$ cat config.mk
export PLATFORM = sky130hd
export DESIGN_NAME = telephone_trunk_ctrl_flat
export DESIGN_NICKNAME = d
export VERILOG_FILES = /design/src/rtl/telephone_trunk_ctrl_if.sv /design/src/rtl/telephone_trunk_ctrl.sv /design/src/flat_wrapper.sv
export SDC_FILE = /design/constraint.sdc
export NUM_CORES = 1
export LEC_CHECK = 0
export ABC_CLOCK_PERIOD_IN_PS = 12000
export CELL_PAD_IN_SITES_DETAIL_PLACEMENT = 0
export CELL_PAD_IN_SITES_GLOBAL_PLACEMENT = 1
export CORE_AREA = 4 4 83 117
export DETAILED_ROUTE_END_ITERATION = 7
export DIE_AREA = 0 0 87 121
export GPL_TIMING_DRIVEN = 0
export PLACE_DENSITY = 0.81
export RECOVER_POWER = 25
export SLEW_MARGIN = 20
export SYNTH_ARGS = -nofsm -noshare
export SYNTH_HDL_FRONTEND = slang
export SYNTH_SLANG_ARGS = --single-unit
$ cat constraint.sdc
create_clock -name pclk -period 12 [get_ports pclk]
set_input_delay 3.6 -clock pclk [delete_from_list [all_inputs] [get_ports pclk]]
set_output_delay 3.6 -clock pclk [all_outputs]
set_load 0.03 [all_outputs]
$ cat src/rtl/telephone_trunk_ctrl_if.sv
// Line-side events into the trunk controller and its per-line tone/status outputs.
interface telephone_trunk_ctrl_if #(
  parameter int unsigned N_LINES = 4
);
  localparam int unsigned CW = $clog2(N_LINES + 1);

  logic [N_LINES-1:0] dial;
  logic [N_LINES-1:0] pickup_call;
  logic [N_LINES-1:0] end_call;
  logic [N_LINES-1:0] cancel;
  logic [N_LINES-1:0] dial_tone;
  logic [N_LINES-1:0] in_call;
  logic [N_LINES-1:0] dial_timeout;
  logic [N_LINES-1:0] call_ended;
  logic [N_LINES-1:0] call_timeout;
  logic [N_LINES-1:0] busy_tone;
  logic [CW-1:0]      active_calls;

  modport master (
    output dial, pickup_call, end_call, cancel,
    input  dial_tone, in_call, dial_timeout, call_ended, call_timeout, busy_tone, active_calls
  );

  modport slave (
    input  dial, pickup_call, end_call, cancel,
    output dial_tone, in_call, dial_timeout, call_ended, call_timeout, busy_tone, active_calls
  );
endinterface

$ cat src/rtl/telephone_trunk_ctrl.sv
// Per-line call FSMs with dial/call timers, sharing MAX_TRUNKS outgoing trunks.
module telephone_trunk_ctrl #(
  parameter int unsigned N_LINES      = 4,
  parameter int unsigned MAX_TRUNKS   = 2,
  parameter int unsigned DIAL_TIMEOUT = 5,
  parameter int unsigned CALL_TIMEOUT = 250
) (
  input  logic                 pclk,
  input  logic                 preset,
  telephone_trunk_ctrl_if.slave bus
);
  localparam int unsigned CW = $clog2(N_LINES + 1);
  localparam int unsigned TW = $clog2(CALL_TIMEOUT);

  typedef enum logic [2:0] {
    StIdle    = 3'd0,
    StDial    = 3'd1,
    StInCall  = 3'd2,
    StEndCall = 3'd3,
    StDialTo  = 3'd4,
    StCallTo  = 3'd5,
    StBusy    = 3'd6
  } line_state_e;

  line_state_e   state_q [N_LINES];
  line_state_e   state_d [N_LINES];
  logic [TW-1:0] tmr_q   [N_LINES];
  logic [TW-1:0] tmr_d   [N_LINES];
  logic [CW-1:0] act_q, act_d;
  logic [CW-1:0] free;
  logic [CW-1:0] grant_left;

  // Trunks freed this cycle only show up in act_q next cycle.
  always_comb begin
    if (act_q >= CW'(MAX_TRUNKS)) free = '0;
    else                          free = CW'(MAX_TRUNKS) - act_q;
  end

  always_comb begin
    grant_left = free;
    for (int i = 0; i < N_LINES; i++) begin
      state_d[i] = state_q[i];
      case (state_q[i])
        StIdle: begin
          if (bus.dial[i]) begin
            if (grant_left != '0) begin
              state_d[i] = StDial;
              grant_left = grant_left - CW'(1);
            end else begin
              state_d[i] = StBusy;
            end
          end
        end
        StDial: begin
          if (bus.pickup_call[i])                   state_d[i] = StInCall;
          else if (bus.cancel[i])                   state_d[i] = StIdle;
          else if (tmr_q[i] == TW'(DIAL_TIMEOUT - 1)) state_d[i] = StDialTo;
        end
        StInCall: begin
          if (bus.end_call[i])                      state_d[i] = StEndCall;
          else if (tmr_q[i] == TW'(CALL_TIMEOUT - 1)) state_d[i] = StCallTo;
        end
        StEndCall: state_d[i] = StIdle;
        StDialTo, StCallTo, StBusy: begin
          if (bus.cancel[i]) state_d[i] = StIdle;
        end
        default: state_d[i] = StIdle;
      endcase
    end
  end

  // Timers only run in the two timed states, so they never wrap.
  always_comb begin
    for (int i = 0; i < N_LINES; i++) begin
      tmr_d[i] = '0;
      if (state_d[i] == state_q[i] && (state_q[i] == StDial || state_q[i] == StInCall)) begin
        tmr_d[i] = tmr_q[i] + TW'(1);
      end
    end
  end

  always_comb begin
    act_d = '0;
    for (int i = 0; i < N_LINES; i++) begin
      if (state_d[i] == StDial || state_d[i] == StInCall) act_d = act_d + CW'(1);
    end
  end

  always_ff @(posedge pclk or posedge preset) begin
    if (preset) begin
      for (int i = 0; i < N_LINES; i++) begin
        state_q[i] <= StIdle;
        tmr_q[i]   <= '0;
      end
      act_q <= '0;
    end else begin
      for (int i = 0; i < N_LINES; i++) begin
        state_q[i] <= state_d[i];
        tmr_q[i]   <= tmr_d[i];
      end
      act_q <= act_d;
    end
  end

  logic [N_LINES-1:0] dial_tone_v, in_call_v, dial_to_v, ended_v, call_to_v, busy_v;

  always_comb begin
    dial_tone_v = '0;
    in_call_v   = '0;
    dial_to_v   = '0;
    ended_v     = '0;
    call_to_v   = '0;
    busy_v      = '0;
    for (int i = 0; i < N_LINES; i++) begin
      dial_tone_v[i] = (state_q[i] == StDial);
      in_call_v[i]   = (state_q[i] == StInCall);
      dial_to_v[i]   = (state_q[i] == StDialTo);
      ended_v[i]     = (state_q[i] == StEndCall) || (state_q[i] == StCallTo);
      call_to_v[i]   = (state_q[i] == StCallTo);
      busy_v[i]      = (state_q[i] == StBusy);
    end
  end

  assign bus.dial_tone    = dial_tone_v;
  assign bus.in_call      = in_call_v;
  assign bus.dial_timeout = dial_to_v;
  assign bus.call_ended   = ended_v;
  assign bus.call_timeout = call_to_v;
  assign bus.busy_tone    = busy_v;
  assign bus.active_calls = act_q;
endmodule

$ cat src/flat_wrapper.sv
// flat-port wrapper written by rule: the top's interface ports become plain ports
module telephone_trunk_ctrl_flat 
#(
  parameter int unsigned N_LINES      = 4,
  parameter int unsigned MAX_TRUNKS   = 2,
  parameter int unsigned DIAL_TIMEOUT = 5,
  parameter int unsigned CALL_TIMEOUT = 250
)
  (pclk, preset, bus_dial, bus_pickup_call, bus_end_call, bus_cancel, bus_dial_tone, bus_in_call, bus_dial_timeout, bus_call_ended, bus_call_timeout, bus_busy_tone, bus_active_calls);
  telephone_trunk_ctrl_if #(.N_LINES(N_LINES)) bus_i ();
  input  logic pclk;
  input  logic preset;
  input wire logic [$bits(bus_i.dial)-1:0] bus_dial;
  input wire logic [$bits(bus_i.pickup_call)-1:0] bus_pickup_call;
  input wire logic [$bits(bus_i.end_call)-1:0] bus_end_call;
  input wire logic [$bits(bus_i.cancel)-1:0] bus_cancel;
  output wire logic [$bits(bus_i.dial_tone)-1:0] bus_dial_tone;
  output wire logic [$bits(bus_i.in_call)-1:0] bus_in_call;
  output wire logic [$bits(bus_i.dial_timeout)-1:0] bus_dial_timeout;
  output wire logic [$bits(bus_i.call_ended)-1:0] bus_call_ended;
  output wire logic [$bits(bus_i.call_timeout)-1:0] bus_call_timeout;
  output wire logic [$bits(bus_i.busy_tone)-1:0] bus_busy_tone;
  output wire logic [$bits(bus_i.active_calls)-1:0] bus_active_calls;
  assign bus_i.dial = bus_dial;
  assign bus_i.pickup_call = bus_pickup_call;
  assign bus_i.end_call = bus_end_call;
  assign bus_i.cancel = bus_cancel;
  assign bus_dial_tone = bus_i.dial_tone;
  assign bus_in_call = bus_i.in_call;
  assign bus_dial_timeout = bus_i.dial_timeout;
  assign bus_call_ended = bus_i.call_ended;
  assign bus_call_timeout = bus_i.call_timeout;
  assign bus_busy_tone = bus_i.busy_tone;
  assign bus_active_calls = bus_i.active_calls;
  telephone_trunk_ctrl #(.N_LINES(N_LINES), .MAX_TRUNKS(MAX_TRUNKS), .DIAL_TIMEOUT(DIAL_TIMEOUT), .CALL_TIMEOUT(CALL_TIMEOUT)) u_core (.pclk(pclk), .preset(preset), .bus(bus_i));
endmodule
==> flow_summary_export.csv <==
group,metric,value,unit
status,status,"completed",
critical_path,end_kind,"register",
layout,seq_area,0.00118,mm²
clock_network,post_cts_resized,0,
timing,worst_pin_slew,1.11,ns
critical_path,regToRegEndpoint,"u_core.bus.active_calls[2]$_DFF_PP0_",
clock_network,cts.sinks,47,
routing,drc,0,
yosys,ys.warnings.count,0,
critical_path,reg2reg_depth,23,
timing,timing.final.crit_share,0.682,
clock_network,cts_buffer_depth,2,
clock_network,cts_buffers,5,
grt,grt_pass1_wl,12200,µm
timing,setup_viol,0,
pwr,power.density,255,mW/mm²
die,start_util,0.388,
yosys,syn_area_per_cell,8.68,µm²
clock_network,root_buffer,"clkbuf_16",
die,top_level_ports,45,
die,core_region_area,0.00877,mm²
place,routabilityCongestion,0.801,
timing,drv_slew,0,
timing,finalHoldViolCount,0,
clock_network,holdBufCountCts,0,
clock_network,cts_setup_buffers,0,
timing,setup_tns,0,ns
clock_network,cts_max_level,2,
critical_path,rr_startpoint,"u_core.bus.active_calls[0]$_DFF_PP0_",
critical_path,reg2reg_slack,6.40,ns
hold_path,min_path_cells,1,
routing,drt_iter0_markers,78,
timing,fmax,122,MHz
hold_path,hp-start,"u_core.tmr_q[0]$_DFF_PP0_",
layout,fin_nets,488,
critical_path,path_class,"in2reg",
pwr,total_power,1.05,mW
timing,rsz0062_at_grt,"false",
timing,fin_crit,8.19,ns
clock_network,insertion_delay,0.28,ns
clock_network,tritoncts,"done",
grt,grt_overflow,0,
layout,final_common_cell,"nor2_1",
grt,grt_max_degree,29,
critical_path,cp.arrival,8.34,ns
yosys,ys_seq_area_frac,0.346,
timing,slew_headroom,0.256,
critical_path,cp-start-kind,"primary input",
critical_path,cp_slowest_cell,"or4b_4",
place,port_buffers,44,
die,dieArea,0.0105,mm²
yosys,async_reset_ff_frac,1.00,
hold_path,hold_path_end,"u_core.tmr_q[0]$_DFF_PP0_",
layout,fin_cells,552,
routing,dr.pass1.iters,4,
die,num_rows,41,
flow_run,cap_violations,0,
layout,num_antenna_cells,0,
routing,drt_wl_total,7090,µm
die,die_h,121,µm
yosys,synth_enable_flop_cells,0,
hold_path,hp-class,"reg2reg",
pwr,ir_drop,0.000168,V
grt,grt_antenna_before_repair,0,
yosys,ys_types,67,
layout,drive_above_1_share,0.0517,
timing,hold-worst-slack,0.515,ns
critical_path,critPathMaxFanout,5,
yosys,ys_ff_latch,47,
place,dp_hpwl,5620,µm
yosys,ys.flop_type,"dfrtp_1",
critical_path,startpoint,"bus_dial[0]",
grt,grt_util_all_layers,0.141,
routing,routed_via_density,5.06,
critical_path,worstPathCellList,"clkdlybuf4s50_1 -> or4b_4 -> nor2_8 -> mux2_2 -> ha_1 -> ha_1 -> nor2_2 -> mux2_2 -> ha_1 -> ha_1 -> a211o_1 -> nand4_1 -> a31oi_1 -> nor3_2 -> xor2_1 -> ha_1 -> inv_1 -> a2111oi_1 -> xnor2_1",
routing,avgRoutedWirePerCell,12.9,µm
critical_path,crit_top_cell,"ha_1",
layout,mostFrequentLayoutCells,"59 x nor2_1, 47 x dfrtp_1, 43 x clkdlybuf4s50_1",
routing,ant_nets,0,
grt,grt_pass1_vias,2765,
layout,fill_cells,841,
clock_network,path_clk_slew,0.06,ns
die,die_width,87,µm
layout,area_delta_synth_final,21.6,%
pwr,power_leakage,1.81,nW
routing,vias,2792,
yosys,post_synth_instance_area,0.00340,mm²
timing,skew,0.00350,ns
place,dp_cells,544,
critical_path,max_stage_delay,0.52,ns
yosys,synth_nets,436,
yosys,synthCells,392,
layout,multiInputGateArea,0.00202,mm²
critical_path,worstPathRequired,12.16,ns
layout,final_core_util,0.472,
[how the worst max path moves through the flow]
stage / slack [ns] / end / cells after the start
2_1_floorplan: 4.40 / u_core.bus.active_calls[2]$_DFF_PP0_ / 17
3_3_place_gp: 3.52 / u_core.bus.active_calls[2]$_DFF_PP0_ / 19
3_5_place_dp: 3.50 / u_core.bus.active_calls[2]$_DFF_PP0_ / 19
4_1_cts: 3.77 / u_core.bus.active_calls[2]$_DFF_PP0_ / 19
5_1_grt: 3.44 / u_core.bus.active_calls[2]$_DFF_PP0_ / 19
6_report: 3.81 / u_core.bus.active_calls[2]$_DFF_PP0_ / 19
[cells by family (layout without fill, tap and decap cells)]
family	count (synthesis)	in the layout	synth area share
AND/OR/NAND/NOR	172	172	0.274
AO/OA/AOI/OAI	53	53	0.106
buffers and inverters	51	104	0.0596
flip-flops	47	47	0.346
XOR/XNOR	36	36	0.0967
adder cells (fa/ha/maj)	26	26	0.0956
multiplexers	7	7	0.0228
[layer usage]
metal | global-route usage | wire (µm) | vias up
li1 | - | - | 1435
met1 | 0.160 | 3020 | 1314
met2 | 0.262 | 3760 | 34
met3 | 0.0231 | 215 | 9
met4 | 0.0419 | 104 | 0
met5 | 0 | 0 | -
[cells in the mapped netlist (all sizes together), types with 8 or more instances]
cell / number / share of area
a21oi: 12 / 0.019
clkbuf: 8 / 0.0088
dfrtp: 47 / 0.35
ha: 26 / 0.096
inv: 38 / 0.042
nand2: 25 / 0.028
nand3: 16 / 0.024
nor2: 61 / 0.073
nor3: 12 / 0.019
o21ai: 12 / 0.018
xnor2: 18 / 0.046
xor2: 17 / 0.044
[per-stage QoR]
stage	setup slack [ns]	area [µm²]
CTS	3.77	4160
finish	3.81	4140
detailed placement	3.50	4010
global placement	3.52	3980
global route	3.44	4140
floorplan	4.40	3400
[final cells by class]
type,instances,area share
plain buffers,13,0.0145
clock buffers,8,0.0378
inverters,38,0.0345
multi-input cells,294,0.489
flip-flops and latches,47,0.284
well taps,107,0.0324
repair buffers,45,0.107
[flip-flops by register name (all words and copies together) (netlist names)]
register	cells
u_core.bus.active_calls	3
u_core.tmr_q	32
u_core.state_q	12
[worst max-delay path: cells and delay by family]
kind / cells / cell delay, ns
and+or+nand+nor: 5 / 1.32
muxes: 2 / 0.73
adders and majority gates: 5 / 1.10
AOI/OAI and AO/OA: 3 / 0.66
buffers and inverters: 2 / 0.55
xor gates and xnor gates: 2 / 0.38
[power by group]
part	switching (mW)	internal [mW]	total, mW
Sequential	0.0304	0.191	0.222
Clock	0.0563	0.0887	0.145
Combinational	0.382	0.306	0.688
Power figures use the tool's default switching activity.
